===== config.mk =====
export PLATFORM = sky130hd
export DESIGN_NAME = display_sequencer
export DESIGN_NICKNAME = d
export VERILOG_FILES = /design/src/rtl/display_sequencer.sv
export SDC_FILE = /design/constraint.sdc
export NUM_CORES = 1
export LEC_CHECK = 0
export BUFFER_PORTS_ARGS = -buffer_cell sky130_fd_sc_hd__buf_4
export CAP_MARGIN = 5
export CORE_ASPECT_RATIO = 0.75
export CORE_UTILIZATION = 57
export DETAILED_ROUTE_END_ITERATION = 8
export GPL_TIMING_DRIVEN = 0
export PLACE_DENSITY = 0.81
export RECOVER_POWER = 100
export SLEW_MARGIN = 40
export SYNTH_ARGS = -nofsm -noshare
export SYNTH_HDL_FRONTEND = slang
export SYNTH_SLANG_ARGS = --single-unit
export TNS_END_PERCENT = 1

===== constraint.sdc =====
create_clock -name CLOCK_50 -period 2.86 [get_ports CLOCK_50]
set_clock_uncertainty 0.05 [all_clocks]
set_input_delay 0.286 -clock CLOCK_50 [delete_from_list [all_inputs] [get_ports CLOCK_50]]
set_output_delay 0.286 -clock CLOCK_50 [all_outputs]
set_load 0.005 [all_outputs]

===== src/rtl/display_sequencer.sv =====
// display_sequencer
//   Rotates a ring of eight 4-bit digit values feeding the eight seven-segment
//   decoders (digit 0 -> HEX7 ... digit 7 -> HEX0). The ring advances either on
//   a prescaled free-running tick (RUN mode) or on a debounced press of the
//   active-low step button (STOP mode). Each digit can be blanked to 0 by its
//   enable switch.
//
// Ports
//   CLOCK_50  : sole clock, rising edge
//   reset     : synchronous, active-high
//   enable_sw : bit i shows ring digit i, low forces digit i to 0
//   run_sw    : asynchronous mode switch, 1 = RUN, 0 = STOP
//   step_n    : asynchronous push button, active-low
//   digits    : digit i on [4i+3:4i], combinational from ring and enable_sw
//   tick      : one-cycle pulse on each RUN-mode advance
//   running   : current mode register (1 = RUN)
//   phase     : advances since reset, mod 8 (always equal to ring[0])
module display_sequencer #(
  parameter int TICK_DIV        = 50_000_000,
  parameter int DEBOUNCE_CYCLES = 1_000_000
) (
  input  logic        CLOCK_50,
  input  logic        reset,
  input  logic [7:0]  enable_sw,
  input  logic        run_sw,
  input  logic        step_n,
  output logic [31:0] digits,
  output logic        tick,
  output logic        running,
  output logic [2:0]  phase
);

  localparam int TICK_W = (TICK_DIV > 1) ? $clog2(TICK_DIV) : 1;
  localparam int DB_W   = (DEBOUNCE_CYCLES > 1) ? $clog2(DEBOUNCE_CYCLES) : 1;
  localparam logic [TICK_W-1:0] TICK_LAST = TICK_W'(TICK_DIV - 1);
  localparam logic [DB_W-1:0]   DB_LAST   = DB_W'(DEBOUNCE_CYCLES - 1);

  logic              run_meta;
  logic              step_meta;
  logic              step_sync;
  logic              stable;
  logic [DB_W-1:0]   db_cnt;
  logic [TICK_W-1:0] presc;
  logic [3:0]        ring [8];

  logic db_differ;
  logic db_accept;
  logic press;
  logic advance;

  // running doubles as the second synchroniser stage of run_sw, so the mode
  // follows the switch two edges later.
  always_ff @(posedge CLOCK_50) begin
    if (reset) begin
      run_meta  <= 1'b0;
      running   <= 1'b0;
      step_meta <= 1'b1;
      step_sync <= 1'b1;
    end else begin
      run_meta  <= run_sw;
      running   <= run_meta;
      step_meta <= step_n;
      step_sync <= step_meta;
    end
  end

  // Debouncer: the synchronised level must differ from the stable level for
  // DEBOUNCE_CYCLES consecutive cycles before it is accepted.
  always_ff @(posedge CLOCK_50) begin
    if (reset) begin
      stable <= 1'b1;
      db_cnt <= '0;
    end else if (!db_differ) begin
      db_cnt <= '0;
    end else if (db_cnt == DB_LAST) begin
      stable <= step_sync;
      db_cnt <= '0;
    end else begin
      db_cnt <= db_cnt + DB_W'(1);
    end
  end

  // Prescaler is held at 0 outside RUN, so a mode change always restarts it.
  always_ff @(posedge CLOCK_50) begin
    if (reset) begin
      presc <= '0;
    end else if (!running) begin
      presc <= '0;
    end else if (presc == TICK_LAST) begin
      presc <= '0;
    end else begin
      presc <= presc + TICK_W'(1);
    end
  end

  // Ring rotates towards digit 0: digit 7 receives the old digit 0.
  always_ff @(posedge CLOCK_50) begin
    if (reset) begin
      for (int unsigned i = 0; i < 8; i++) begin
        ring[3'(i)] <= 4'(i);
      end
      phase <= '0;
    end else if (advance) begin
      for (int unsigned i = 0; i < 8; i++) begin
        ring[3'(i)] <= ring[3'(i + 1)];
      end
      phase <= phase + 3'd1;
    end
  end

  always_comb begin
    db_differ = (step_sync != stable);
    db_accept = db_differ && (db_cnt == DB_LAST);
    // Only a 1 -> 0 acceptance of the stable level counts as a press.
    press     = db_accept && stable && !running;
    tick      = running && (presc == TICK_LAST);
    advance   = tick || press;
  end

  always_comb begin
    digits = '0;
    for (int unsigned i = 0; i < 8; i++) begin
      digits[4*i +: 4] = enable_sw[3'(i)] ? ring[3'(i)] : 4'h0;
    end
  end

endmodule


**Word level (Yosys, flattened, before mapping)**

Memories as Yosys holds them, arrays and structs flattened.
Index checks and enable logic that the tools add are counted.

- Bitwise gates (word level): 10
- $lt $le $gt $ge: 0
- Div/mod/pow operators: 0
- $add $sub $neg: 3
- Mux-type cells: 21
- Equality and inequality tests: 3
- Multiply operators: 0
- Reduce and logical (&&, ||, !) cells: 9
- Shift-type cells: 0

Operators by type and width:

| operator | number |
|---|---|
| $mux W4 | 16 |
| $add A26 B1 Y26 const B | 1 |
| $eq A26 B26 Y1 const B | 1 |
| $add A20 B1 Y20 const B | 1 |
| $eq A20 B20 Y1 const B | 1 |
| $or A1 B1 Y1 | 8 |
| $reduce_or A3 Y1 | 2 |
| $mux W1 | 5 |
| $logic_and A1 B1 Y1 | 4 |
| $add A3 B1 Y3 const B | 1 |
| $not A1 Y1 | 2 |
| $reduce_and A2 Y1 | 1 |
| $logic_not A1 Y1 | 1 |
| $logic_or A1 B1 Y1 | 1 |
| $ne A1 B1 Y1 | 1 |

- Output and inout port bits: 37
- Memory bits (writable): 32
- Memories: 1
- Latch bits: 0
- ROM bits: 0
- Register bits after elaboration: 54
- Word-level logic and storage cells: 55

Memories:

| name | words | width | rd ports | clocked after Yosys merged registers in | wr ports | line | RTL |
|---|---|---|---|---|---|---|---|
| ring | 8 | 4 | 8 | 0 | 8 | 44 | `logic [3:0] ring [8];` |

**Depth between registers and ports, before layout**

Gate-level depths: netlist of the first run.

- Word-level depth: 9
- Mapped depth: 7
- Gate-level depth less buffers: 6

**Worst setup path before layout of the first run**

Ideal clock, no wire load.

- Path kind: register to register
- Start: reg presc[18]
- End: mem ring[0][0] (enable)
- Period minus slack after synthesis: 2.290 ns
- Path buffers: 1
- Arrival: 1.865 ns
- Slack: 0.570 ns
- Stages on the path, launching flop included: 6
- Cell sequence: dfxtp_1 buf_6 or4_4 nor4_4 a32o_2 or2_2

RTL lines:

| item | line | RTL |
|---|---|---|
| start: declaration | 43 | `logic [TICK_W-1:0] presc;` |
| start signal: assignment | 92 | `presc <= presc + TICK_W'(1);` |
| end: declaration | 44 |  |

==> results of run 1 <==
==> cell usage after synthesis (all sizes together) (2+ instances only) <==
cell type | n | area [µm²]
dfxtp | 54 | 1081
nor4b | 2 | 23.77
and4 | 3 | 26.28
xor2 | 18 | 157.7
a211o | 2 | 18.77
edfxtp | 32 | 960.9
buf | 9 | 61.31
xnor2 | 26 | 227.7
or4 | 3 | 26.27
or2 | 8 | 50.05
clkbuf | 4 | 16.26
nor2b | 7 | 43.79
ha | 3 | 37.54
nand3 | 19 | 105.1
nor4 | 10 | 77.57
and2 | 49 | 306.5
nand2 | 13 | 48.80
and3 | 12 | 76.33
or4b | 3 | 33.78
nand4 | 11 | 68.82
nand2b | 7 | 43.79
nor2 | 56 | 210.2
nor3 | 9 | 60.06
inv | 6 | 22.52
==> power by group through the flow <==
stage	combinational (mW)	clock (mW)	sequential, mW
floorplan	0.0405	0	1.32
global placement	0.0897	0	1.32
detailed placement	0.0922	0	1.32
CTS	0.0925	0.884	1.29
global route	0.0971	0.938	1.30
finish	0.0879	0.865	1.29
==> worst max path at each step <==
| stage | slack (ps) | start | to | cells after the start |
|---|---|---|---|---|
| 6_report | 250 | presc[16] | ring[0][1] | 4 |
| 2_1_floorplan | 570 | presc[18] | ring[0][0] | 5 |
| 4_1_cts | 280 | db_cnt[12] | ring[0][0] | 4 |
| 3_5_place_dp | 300 | presc[6] | ring[0][19] | 4 |
| 5_1_grt | 80 | presc[12] | ring[0][15] | 7 |
| 3_3_place_gp | 300 | presc[18] | ring[0][18] | 5 |
==> per-layer routing <==
layer  part of all wire  track usage
met2               0.47       0.3521
met3              0.043      0.05519
met1               0.49       0.3069
met5                  0            0
met4             0.0041      0.05882
==> state kept, by name, indices dropped and copies added (netlist names) <==
signal     flops
db_cnt        20
ring          32
run_meta       1
stable         1
presc         26
running        1
step_sync      1
step_meta      1
phase          3
==> stage by stage <==
step	hold slack [ps]	std cells	area (µm²)	setup WS, ps	power [mW]
2_1_floorplan	339.5	377	3884	570.3	1.357
3_3_place_gp	345.7	506	4345	301.4	1.411
3_5_place_dp	350.1	506	4345	304.5	1.415
4_1_cts	55.74	522	4549	279.5	2.270
5_1_grt	50.04	522	4522	79.82	2.332
6_report	71.40	522	4522	248.6	2.247
==> cell families (layout without fill, tap and decap cells) <==
family,Yosys count,in the layout,synth area share
flip-flops,86,86,0.5258
XOR/XNOR,44,44,0.09923
buffers and inverters,19,83,0.02577
adder cells (fa/ha/maj),3,3,0.009666
multiplexers,1,1,0.002577
AND/OR/NAND/NOR,218,218,0.3231
AO/OA/AOI/OAI,6,6,0.01385
==> placed cells by master (no fill, tap or decap), types with 9 or more instances in the layout <==
cell type / netlist / final
nor4_1: 9 / 9
buf_4: 4 / 33
xor2_1: 18 / 18
nand3_1: 17 / 17
nor2_1: 56 / 56
clkbuf_8: 0 / 9
edfxtp_1: 32 / 32
clkbuf_4: 0 / 15
clkbuf_1: 3 / 9
xnor2_1: 26 / 26
nand4_1: 11 / 11
nand2_1: 13 / 13
and3_1: 11 / 11
dfxtp_1: 54 / 54
and2_0: 0 / 31
and2_1: 49 / 18
==> cell type report <==
cell class,count,area [µm²],share of cell area
buffer,13,63.81,0.01411
clock buffer,9,123.9,0.02739
clock inverter,7,80.08,0.01771
inverter,6,22.52,0.004981
multi-input combinational,272,1732,0.3830
sequential,86,2042,0.4516
tap,81,101.3,0.02241
timing repair buffer,48,356.6,0.07886
==> critical path, stage by stage, from the launching register on <==
cell     delay (ps)
dfxtp_1         370
or4b_1          590
nor4_4          330
a32o_2          260
or2_2           630
==> metrics, run 1 <==
Clk Latency, worst-skew pair ~350 ps; die area between 0.007 and 0.008 mm²; utilization after layout 0.7017; antenna violations before repair 0; Setup Viol. Count Final 0; number of global-route vias before repair ~2.6k; cts hold-fix bufs 0; Buffers on Ports 48; fillers 466; final net count 451; PD cells ~500 mW/mm²; CP Capture Type flop; drt initial violations 100; share of layout cells above drive strength 1 0.1950; Num CTS Buffers 9; Sw Share 0.2231; reg2reg path depth 4; Slew @ Worst Pin about 730 ps; clock-pin slew on the worst setup and hold paths 90 ps; cts repair resizes 0; min Tclk post-route 2611 ps; worst hold path type primary input to flop; Seq/Total Area, Yosys 0.5258; io pins between 40 and 50; Gate power share 0.039; worst rel slew slack 0.5100; internal power ~1.7 mW; Post-synth ARST share 0; Net Sw Power 501.3 µW; critical path class flop to flop; clock power share 0.385; Root Buffer clkbuf_8; Post-DP HPWL about 5600 µm; Synthesized Nets between 300 and 400; RSZ-0062 raised after global routing false; RD Place Congestion approximately 0.84; diode count 0; mean number of vias per cell around 5.5; vias between 2k and 3k; Core Region ~0.0064 mm²; Setup TNS 0 ps; # rows 25; Post-synth EDFFs 32; Critical Path Fanout Max 32; flop2flop setup slack 250 ps; Routed Wire Length about 7600 µm; postcts setup bufs 0; Hold Startpoint step_n; GR Util All Layers 0.2215; Initial Utilization 0.6027; hold path cells 2; Remaining DRCs 0; H-tree levels 3; Hold Violations, Final 0; ys flop type dfxtp_1; Avg Cell Area, Syn around 10 µm²; register bit total from synthesis 86; Tcrit/Tclk final 0.9131; leakage power between 1.5 and 2 nW; wire per inst roughly 15 µm; DRT Pass-1 Iters 4; sequential share of power 0.576; yosys warns 0; clock sink total 86; Peak VDD IR 0.3174 mV; Die Span X approximately 97 µm; status completed; antenna-violating nets left 0; total congestion overflow 0; Slew Viols, Final 0; arrival time worst endpoint around 2500 ps; CP Launch Type flop; CTS max path bufs 2; Netlist cell types 46; Layout area overhead 16.43%; fmax between 300 and 400 MHz; worst r2r dst ring[0][1]; TritonCTS clock tree done; Mapped Cells roughly 380; synthesized area between 0.003 and 0.004 mm²; Req. time, crit path about 2800 ps; first-pass GRT wire length ~12000 µm; Die H 73.49 µm; worst r2r src presc[16]; largest net degree at the start of global routing 33; hold endpoint step_meta; Max-Cap Viols 0
Note: power is estimated with default switching activity, not from simulation.
==> run 2: changes to the inputs <==
Settings changed: RECOVER_POWER 100 to not set.
==> run 2 against run 1 <==
  * Largest power group unchanged
  * Maximum frequency up 0.89%
  * Critical endpoint is now ring[0][8]
  * Total power up 0.11%
  * First-iteration DRC count up 14%
  * Via count down 0.70%
  * Die area unchanged
  * Utilization up 0.43 points
==> metrics, run 2 (same netlist as run 1, synthesis figures left out) <==
clock sink total 86 (unchanged); Root Buffer clkbuf_8; total congestion overflow 0 (unchanged); # rows 25 (unchanged); commonest non-fill, non-tap cell in the layout nor2_1; hold endpoint step_meta; CTS max path bufs 2 (unchanged); RSZ-0062 raised after global routing false; vias 2854 (-0.70%); first-pass GRT wire length 12280 µm (unchanged); post-layout instance area 0.004549 mm² (+0.61%); worst r2r dst ring[0][8]; Slew Viols, Final 0 (unchanged); Buffers on Ports 48 (unchanged); Die Span X 97.32 µm (unchanged); leakage power 1.602 nW (+2.7%); worst rel slew slack 0.5095 (-0.0005330); Final Worst Setup Slack 271.5 ps (+22.92 ps); DRT Pass-1 Iters 6 (+2); most frequent cells in the layout 56 x nor2_1, 54 x dfxtp_1, 52 x buf_4, 49 x and2_1, 32 x edfxtp_1; Hold Violations, Final 0 (unchanged); flop2flop setup slack 270 ps (+20 ps); Num CTS Buffers 9 (unchanged); mean number of vias per cell 5.467 (-0.70%); worst r2r src db_cnt[12]; largest register by flop count ring; fillers 460 (-1.3%); Hold Startpoint step_n; diode count 0 (unchanged); share of layout cells above drive strength 1 0.2154 (+0.02041); H-tree levels 3 (unchanged); cts hold-fix bufs 0 (unchanged); Core Region 0.006444 mm² (unchanged); wire per inst 14.62 µm (about the same); worst hold path type primary input to flop; antenna-violating nets left 0 (unchanged); min Tclk post-route 2588 ps (-22.92 ps); critical path class flop to flop; Die H 73.49 µm (unchanged); number of global-route vias before repair 2562 (unchanged); reg2reg path depth 4 (unchanged); GR Util All Layers 0.2215 (unchanged); Setup TNS 0 ps (unchanged); Clk Latency, worst-skew pair 350 ps (about the same); Critical Path Fanout Max 32 (unchanged); DP Area 0.004345 mm² (unchanged); fmax 386.3 MHz (+0.89%); Max-Cap Viols 0 (unchanged); Tcrit/Tclk final 0.9051 (-0.008015); Setup WS pre-CTS 304.5 ps (unchanged); CP Capture Type flop; clock-pin slew on the worst setup and hold paths 80 ps (about the same); Initial Utilization 0.6027 (unchanged); TritonCTS clock tree done; final net count 451 (unchanged); Setup Viol. Count Final 0 (unchanged); drt initial violations 114 (+14%); Remaining DRCs 0 (unchanged); CP Launch Type flop; Slew @ Worst Pin 735.8 ps (+0.7995 ps); cts repair resizes 0 (unchanged); Req. time, crit path 2790 ps (about the same); RD Place Congestion 0.8424 (unchanged); Post-DP HPWL 5558 µm (unchanged); max reg flops 32 (unchanged); Layout area overhead 17.14%; antenna violations before repair 0 (unchanged); PD cells 494.4 mW/mm² (-0.50%); arrival time worst endpoint 2520 ps (-20 ps); Largest regs ring x32, presc x26, db_cnt x20; largest net degree at the start of global routing 33 (unchanged); die area 0.007151 mm² (unchanged); status completed; io pins 49 (unchanged); Routed Wire Length 7631 µm (about the same); Peak VDD IR 0.3174 mV (about the same); postcts setup bufs 0 (unchanged); hold path cells 2 (unchanged)
[run 2: changes by cell type in the layout (fill, tap and decap cells not counted)]
cell and change:
o21ba_1 -1, buf_4 +19, or4b_1 -1, clkbuf_1 -6
or4b_4 +1, and2_0 -31, clkbuf_4 -15, o21ba_2 +1
nor4b_2 +1, and2_1 +31, nor4b_1 -1, buf_2 +2
[run 2: report_power, final]
group          switching, mW  leakage [nW]  total, mW  internal (mW)
Clock                  0.450        0.0968      0.864          0.414
Sequential            0.0100         0.739       1.29           1.28
Combinational         0.0407         0.766     0.0911         0.0504
[run 2: layout make-up]
cell class              instances  area (µm²)  area share
flip-flops and latches         86        2042      0.4488
multi-input cells             272        1742      0.3828
repair buffers                 48       360.3     0.07921
clock buffers                   9       123.9     0.02723
well taps                      81       101.3     0.02228
clock inverters                 7       80.08     0.01760
plain buffers                  13       77.57     0.01705
inverters                       6       22.52    0.004950
[run 2: routing by layer]
| metal | GRT usage | wire [µm] | up-vias |
|---|---|---|---|
| met1 | 0.3069 | 3698 | 1377 |
| li1 | - | - | 1410 |
| met5 | 0 | 0 | - |
| met3 | 0.05519 | 361 | 4 |
| met4 | 0.05882 | 41 | 0 |
| met2 | 0.3521 | 3530 | 63 |
[run 2: through the flow]
step | std cells | power, mW | utilization | hold WS, ps
floorplan | 377 | 1.357 | - | 339.5
finish | 522 | 2.249 | 0.7060 | 70.34
global placement | 506 | 1.411 | 0.6744 | 345.7
detailed placement | 506 | 1.415 | 0.6744 | 350.1
global route | 522 | 2.335 | 0.7060 | 50.04
CTS | 522 | 2.270 | 0.7060 | 55.74
[run 2: worst max-delay path by stage]
stage | from | to | slack, ps | cells after the start
final | db_cnt[12] | ring[0][8] | 270 | 4
after global routing | db_cnt[17] | ring[0][4] | 90 | 4
after CTS | db_cnt[12] | ring[0][0] | 280 | 4
after detailed placement | presc[6] | ring[0][19] | 300 | 4
after global placement | presc[18] | ring[0][18] | 300 | 5
after floorplan | presc[18] | ring[0][0] | 570 | 5
[run 2: worst max-delay path: stages, from the launching register on]
cell	delay (ps)
dfxtp_1	350
or4b_1	520
nor4_1	330
a32o_2	330
or2_2	630
